[config.mk]
export PLATFORM = sky130hd
export DESIGN_NAME = uart_cmd_tx
export DESIGN_NICKNAME = d
export VERILOG_FILES = /design/src/rtl/uart_cmd_tx.sv
export SDC_FILE = /design/constraint.sdc
export NUM_CORES = 1
export LEC_CHECK = 0
export BUFFER_PORTS_ARGS = -buffer_cell sky130_fd_sc_hd__buf_4
export CORE_MARGIN = 2
export CORE_UTILIZATION = 40
export DETAILED_ROUTE_END_ITERATION = 10
export PLACE_DENSITY = 0.62
export SYNTH_ARGS = -nofsm -noshare
export SYNTH_HDL_FRONTEND = slang
export SYNTH_SLANG_ARGS = --single-unit
[constraint.sdc]
create_clock -name clk -period 4 [get_ports clk]
set_input_delay 1.2 -clock clk [delete_from_list [all_inputs] [get_ports clk]]
set_output_delay 1.2 -clock clk [all_outputs]
set_load 0.005 [all_outputs]
[src/rtl/uart_cmd_tx.sv]
// Byte-oriented UART transmitter: 8N1/8E1/8N2/8E2 framing, LSB first, fed by a small
// first-word-fall-through FIFO. Line, busy and tx_done are registered off the FSM state.
module uart_cmd_tx #(
  parameter int unsigned BAUD_DIV  = 434,
  parameter int unsigned STOP_BITS = 1,
  parameter int unsigned PARITY_EN = 0,
  parameter int unsigned FIFO_AW   = 4
) (
  input  logic             clk,
  input  logic             rst,
  input  logic [7:0]       tx_data,
  input  logic             tx_valid,
  output logic             tx_ready,
  output logic             uart_txd,
  output logic             busy,
  output logic             tx_done,
  output logic [FIFO_AW:0] fifo_level
);

  localparam int unsigned Depth = 2 ** FIFO_AW;
  localparam int unsigned CntW  = $clog2(BAUD_DIV);
  localparam int unsigned LvlW  = FIFO_AW + 1;

  typedef enum logic [2:0] {StIdle, StStart, StData, StParity, StStop} state_e;

  state_e             state_q;
  logic [CntW-1:0]    cnt_q;
  logic [2:0]         bit_q;
  logic [7:0]         shift_q;
  logic               par_q;
  logic               txd_q;
  logic               done_q;
  logic               busy_q;
  logic               ready_q;
  logic [7:0]         mem_q [Depth];
  logic [FIFO_AW-1:0] wr_ptr_q;
  logic [FIFO_AW-1:0] rd_ptr_q;
  logic [LvlW-1:0]    level_q;
  logic [LvlW-1:0]    level_d;
  logic [7:0]         rd_data;
  logic               push;
  logic               pop;
  logic               baud_tc;
  logic               stop_last;
  logic               txd_d;

  assign rd_data   = mem_q[rd_ptr_q];
  assign push      = tx_valid && ready_q;
  assign baud_tc   = (cnt_q == CntW'(BAUD_DIV - 1));
  assign stop_last = (state_q == StStop) && baud_tc && (bit_q == 3'(STOP_BITS - 1));
  // Pop in IDLE, or in the last STOP cycle so the next start bit follows with no gap.
  assign pop       = (level_q != '0) && ((state_q == StIdle) || stop_last);

  always_comb begin
    level_d = level_q;
    if (push && !pop) begin
      level_d = level_q + LvlW'(1);
    end else if (!push && pop) begin
      level_d = level_q - LvlW'(1);
    end
  end

  always_comb begin
    txd_d = 1'b1;
    case (state_q)
      StStart:  txd_d = 1'b0;
      StData:   txd_d = shift_q[0];
      StParity: txd_d = par_q;
      default:  txd_d = 1'b1;
    endcase
  end

  always_ff @(posedge clk) begin
    if (push) begin
      mem_q[wr_ptr_q] <= tx_data;
    end
  end

  always_ff @(posedge clk) begin
    if (rst) begin
      wr_ptr_q <= '0;
      rd_ptr_q <= '0;
      level_q  <= '0;
      ready_q  <= 1'b1;
    end else begin
      if (push) begin
        wr_ptr_q <= wr_ptr_q + FIFO_AW'(1);
      end
      if (pop) begin
        rd_ptr_q <= rd_ptr_q + FIFO_AW'(1);
      end
      level_q <= level_d;
      ready_q <= (level_d != LvlW'(Depth));
    end
  end

  always_ff @(posedge clk) begin
    if (rst) begin
      state_q <= StIdle;
      cnt_q   <= '0;
      bit_q   <= '0;
      shift_q <= '0;
      par_q   <= 1'b0;
      txd_q   <= 1'b1;
      done_q  <= 1'b0;
      busy_q  <= 1'b0;
    end else begin
      txd_q  <= txd_d;
      done_q <= stop_last;
      busy_q <= (state_q != StIdle) || (level_q != '0);
      if (state_q != StIdle) begin
        cnt_q <= baud_tc ? '0 : cnt_q + CntW'(1);
      end
      case (state_q)
        StIdle: begin
          if (pop) begin
            shift_q <= rd_data;
            par_q   <= ^rd_data;
            cnt_q   <= '0;
            bit_q   <= '0;
            state_q <= StStart;
          end
        end
        StStart: begin
          if (baud_tc) begin
            bit_q   <= '0;
            state_q <= StData;
          end
        end
        StData: begin
          if (baud_tc) begin
            shift_q <= {1'b0, shift_q[7:1]};
            if (bit_q == 3'd7) begin
              bit_q   <= '0;
              state_q <= (PARITY_EN != 0) ? StParity : StStop;
            end else begin
              bit_q <= bit_q + 3'd1;
            end
          end
        end
        StParity: begin
          if (baud_tc) begin
            bit_q   <= '0;
            state_q <= StStop;
          end
        end
        StStop: begin
          if (baud_tc) begin
            if (stop_last) begin
              bit_q <= '0;
              if (pop) begin
                shift_q <= rd_data;
                par_q   <= ^rd_data;
                state_q <= StStart;
              end else begin
                state_q <= StIdle;
              end
            end else begin
              bit_q <= bit_q + 3'd1;
            end
          end
        end
        default: state_q <= StIdle;
      endcase
    end
  end

  assign tx_ready   = ready_q;
  assign uart_txd   = txd_q;
  assign busy       = busy_q;
  assign tx_done    = done_q;
  assign fifo_level = level_q;

endmodule
After elaboration in Yosys (flattened, before gate mapping)
Memories as Yosys holds them, arrays and structs flattened. A register that Yosys moved wholly into a read port is not among the register bits.
Cells that the tools add are included.
{ "classes": {"add_sub_neg": 6, "n_mul": 0, "div_mod_pow": 0, "n_lt_le_gt_ge": 0, "n_eq_ne": 15, "shifts": 0, "muxes": 36, "n_bitwise": 0, "n_reduce_logical": 23} }
{ "op_table": {"columns": ["operator", "count"], "rows": [
  ["3-bit 2-to-1 mux", 13],
  ["9-bit 2-to-1 mux", 4],
  ["8-bit 2-to-1 mux", 4],
  ["8-bit case mux with 3 select lines", 1],
  ["3-bit case mux with 5 select lines", 1],
  ["2-bit inequality test (second input constant)", 7],
  ["3-bit case mux with 4 select lines", 1],
  ["5-bit 2-to-1 mux", 2],
  ["9-bit by 1-bit adder with 9-bit output (second input constant)", 1],
  ["9-bit == test (second input constant)", 1],
  ["4-bit by 1-bit adder with 4-bit output (second input constant)", 2],
  ["4-bit 2-to-1 mux", 2],
  ["8-bit parity", 1],
  ["7-bit AND reduction", 1],
  ["3-bit by 2-bit == test with 1-bit output (second input constant)", 2],
  ["3-bit == test (second input constant)", 2],
  ["1-bit logical AND", 6],
  ["3-bit logical NOT", 2],
  ["1-bit 2-to-1 mux", 6],
  ["3-bit nonzero test", 2],
  ["5-bit by 1-bit adder with 5-bit output (second input constant)", 1],
  ["5-bit inequality test (second input constant)", 1],
  ["5-bit AND reduction", 1],
  ["5-bit nonzero test", 1],
  ["13 further kinds", 15]
]} }
{ "totals": {"register_bits": 41, "latch_bits": 0, "ramBits": 128, "rom_bits": 0, "in_bits": 11, "out_inout_bits": 9, "word_cells": 93, "mem_count": 1} }
{ "memory_table": {"columns": ["memory", "words", "width", "read_ports", "rd_clocked_by_memory_dff", "write_ports", "line", "text"], "rows": [
  ["mem_q", 16, 8, 1, 1, 1, "35", "logic [7:0] mem_q [Depth];"]
]} }

Logic depth before layout (Yosys ltp)
{ "logic_depth": {"ltp_word": 9, "mapped_depth": 10, "ltp_nobuf": 9} }

Least setup slack after synthesis
No wires, ideal clock.
{ "synth_path": {"kind": "input-to-reg", "start": "input tx_valid", "end": "memory mem_q[3][0], enable pin", "setup_time_ns": 0.383, "arrival_ns": 2.374, "t_required_ns": 3.617, "slack_ns": 1.242, "cell_stages": 4, "path_buffers": 1, "cell_sequence": "and2_1 -> clkbuf_1 -> nand2_1 -> nor3_1"} }
{ "synth_via": {"elab_chain_cells": 3} }
{ "synth_rtl": {"columns": ["item", "line", "text"], "rows": [
  ["start: declaration", "12", "input logic tx_valid,"],
  ["1-bit logical AND", "48", "assign push = tx_valid && ready_q;"],
  ["1-bit 2-to-1 mux", "74", "if (push) begin"],
  ["1-bit 2-to-1 mux (not written as such)", "75", "mem_q[wr_ptr_q] <= tx_data;"],
  ["end: declaration", "35", null]
]} }
Every way passes these cells.

Final worst setup path
{ "layout_path": {"start": "register level_q[0] (netlist: fifo_level[0])", "end": "register shift_q[4]"} }
{ "layout_via": {"elab_chain_cells": 6} }
{ "layout_rtl": {"columns": ["item", "line", "text"], "rows": [
  ["start: declaration", "38", "logic [LvlW-1:0] level_q;"],
  ["start signal: assignment", "92", "level_q <= level_d;"],
  ["5-bit nonzero test *", "52", "assign pop = (level_q != '0) && ((state_q == StIdle) || stop_last);"],
  ["1-bit logical AND *", "52", null],
  ["8-bit 2-to-1 mux *", null, null],
  ["8-bit 2-to-1 mux (2 in a row)", null, null],
  ["8-bit case mux with 3 select lines *", null, null],
  ["end signal: assignment", "117", "shift_q <= rd_data;"],
  ["end signal: assignment", "132", "shift_q <= {1'b0, shift_q[7:1]};"],
  ["end signal: assignment", "152", "shift_q <= rd_data;"],
  ["end: declaration", "29", "logic [7:0] shift_q;"]
]} }
Every way passes the cells marked *; elsewhere a longest branch is shown, timed or not. The select of a mux whose other input is x is not followed.
A chain may end at the register's enable or synchronous reset.

==> flow_metrics.env <==
export IMPL_synth_nets=506
export IMPL_fill_cells=1468
export IMPL_ys_flop_type="edfxtp_1"
export IMPL_syn_area_per_cell_sq_um=14.7
export IMPL_setup_tns_ns=0
export IMPL_io_pins=20
export IMPL_hpwl_mm=8.31
export IMPL_final_common_cell="edfxtp_1"
export IMPL_hp_class="register to register"
export IMPL_critPathMaxStageDelay_ns=0.92
export IMPL_dr_total_vias=3918
export IMPL_antenna_found_initial=0
export IMPL_setup_worst_path_start_class="register"
export IMPL_die_area_sq_um=18800
export IMPL_clock_sinks=173
export IMPL_drt_pass1_iter_count=4
export IMPL_cts_made_buffers=17
export IMPL_ys_seq_elements=173
export IMPL_fmax_mhz=336
export IMPL_gr_usage_all_layers_pct=15.3
export IMPL_die_x_microns=137
export IMPL_overflow=0
export IMPL_fin_util_pct=46.8
export IMPL_finalHoldWorstSlack_ns=0.493
export IMPL_synth_cell_types=41
export IMPL_regArea_sq_um=4750
export IMPL_die_h_microns=137
export IMPL_cts_setup_buffers=0
export IMPL_peakVddDrop_mv=0.343
export IMPL_gp_congestion=0.774
export IMPL_layout_drive_gt1_share_pct=19.4
export IMPL_viasPerCell=5.25
export IMPL_start_util_pct=40.9
export IMPL_period_share_pct=74.4
export IMPL_synth_largest_area_cell="edfxtp_1"
export IMPL_drt_total_wl_mm=13.4
export IMPL_grt_max_degree=42
export IMPL_slew_headroom_pct=22.1
export IMPL_final_cell_mix="128 x edfxtp_1, 65 x nor2_1, 44 x dfxtp_1"
export IMPL_hold_viol=0
export IMPL_clockRootBuffer="clkbuf_16"
export IMPL_fin_crit_ns=2.98
export IMPL_initialDrtViolationCount=330
export IMPL_nNetsFinal=532
export IMPL_cp_data_required_time_ns=4.30
export IMPL_setup_slack_ns=1.02
export IMPL_pre_cts_ws_ns=1.02
export IMPL_yosysWarnings=0
export IMPL_num_rows=48
export IMPL_drc=0
export IMPL_tightest_slew_ns=1.16
export IMPL_power_density_nw_per_um2=649
export IMPL_area_growth_syn_to_layout_pct=14.3
export IMPL_ant_nets=0
export IMPL_path_cells="inv_1 > ha_1 > nor4b_1 > a2111oi_4 > a31oi_1 > nor2_1 > a21oi_1 > nor2_1"
export IMPL_netlist_instances=482
export IMPL_cp_arrival_ns=3.27
export IMPL_cts_tree="yes"
export IMPL_n_antenna_cell=0
export IMPL_cp_common_cell="nor2_1"
export IMPL_ys_top_cells_by_area="edfxtp_1 54%, dfxtp_1 13%, mux4_2 10%"
export IMPL_ys_seq_area_share_pct=66.8
export IMPL_crit_type="register to register"
export IMPL_p_leak_nw=2.70
export IMPL_path_clk_slew_ns=0.07
export IMPL_synth_top_area_share_pct=54.1
export IMPL_outcome="completed"
export IMPL_grt_pass1_vias=3819
export IMPL_clock_latency_ns=0.43
export IMPL_grt_pass1_wl_mm=21.1
export IMPL_io_buffers=19
export IMPL_critPathSlowestCell="a31oi_1"
export IMPL_skew_ns=0.00926
export IMPL_synth_edff_count=128
export IMPL_wl_per_cell_microns=18.0
export IMPL_core_sq_um=17400
export IMPL_clockBufferDepth=2
export IMPL_drv_slew=0
export IMPL_setup_viol=0
export IMPL_ctsResizeCount=0
export IMPL_synthesis_area_sq_um=7100
export IMPL_postSynth_asyncResetShare_pct=0
export IMPL_cts_hold_buf=0
export IMPL_multi_input_area_sq_um=2210
export IMPL_h_tree_depth=4
export IMPL_rsz0062_at_grt="no"
export IMPL_drv_cap=0
export IMPL_end_kind="register"
export IMPL_crit_fanout=16
## routing by layer
metal  vias to the layer above  GRT usage, %  part of all wire, %
li1                       1869             -                    -
met1                      1955          19.7                   44
met2                        79          25.5                   50
met3                        15          3.57                  4.1
met4                         0          5.73                  1.6
met5                         -             0                    0
## worst paths after layout
check / from / endpoint / slack (ns) / cells after the start
worst max-delay path: fifo_level[0] / shift_q[4] / 1.02 / 8
worst min-delay path: shift_q[2] / shift_q[2] / 0.49 / 2
worst max register to register: fifo_level[0] / shift_q[4] / 1.02 / 8
worst min register to register: shift_q[2] / shift_q[2] / 0.49 / 2
## cell families after synthesis
group	share of synthesized area (%)
compound gates	5.48
xor+xnor	2.34
fa+ha+maj	2.29
buf+inv	2.24
flops	66.8
mux	11.4
simple gates	9.46
## cell usage after synthesis, drive strengths merged (4+ instances only)
cell,instances
inv,10
nand2,30
nand3,6
xor2,6
nor3b,4
nand4,5
nor2,66
dfxtp,45
a21oi,23
buf,12
and3,4
o21ai,10
xnor2,13
a22oi,14
mux2i,9
or3,4
mux4,32
clkbuf,12
edfxtp,128
ha,13
nor3,9
## metrics by stage
step	std cells	power (mW)	cell area, sq um
4_1_cts	746	5.32	8120
6_report	746	5.26	8120
2_1_floorplan	482	3.33	7100
3_5_place_dp	714	3.66	7520
3_3_place_gp	714	3.63	7520
5_1_grt	746	5.56	8120
## layout make-up
class / instances / area share [%]
repair buffers: 31 / 3.02
flip-flops and latches: 173 / 58.5
clock buffers: 17 / 5.24
multi-input cells: 275 / 27.2
clock inverters: 15 / 2.17
well taps: 225 / 3.47
inverters: 10 / 0.462
## critical path: cells and delay by family (launching register included)
| kind | cells | cell delay, ns |
|---|---|---|
| compound gates | 3 | 1.35 |
| flops | 1 | 0.39 |
| simple gates | 3 | 0.87 |
| buf+inv | 1 | 0.11 |
| fa+ha+maj | 1 | 0.14 |
## power breakdown
group	internal (mW)	switching, mW	leakage, nW	total, mW
sequential	2.06	0.111	1.52	2.17
combinational	0.635	0.814	0.886	1.45
clock	0.894	0.754	0.294	1.65
## flip-flops by register name (all words and copies together) (netlist names), named ones only
register	cells
par_q	1
uart_txd	1
tx_done	1
busy	1
state_q	3
cnt_q	9
bit_q	3
rd_ptr_q	4
fifo_level	5
tx_ready	1
shift_q	8
mem_q	128
wr_ptr_q	4
(Power assumes the default switching activity.)
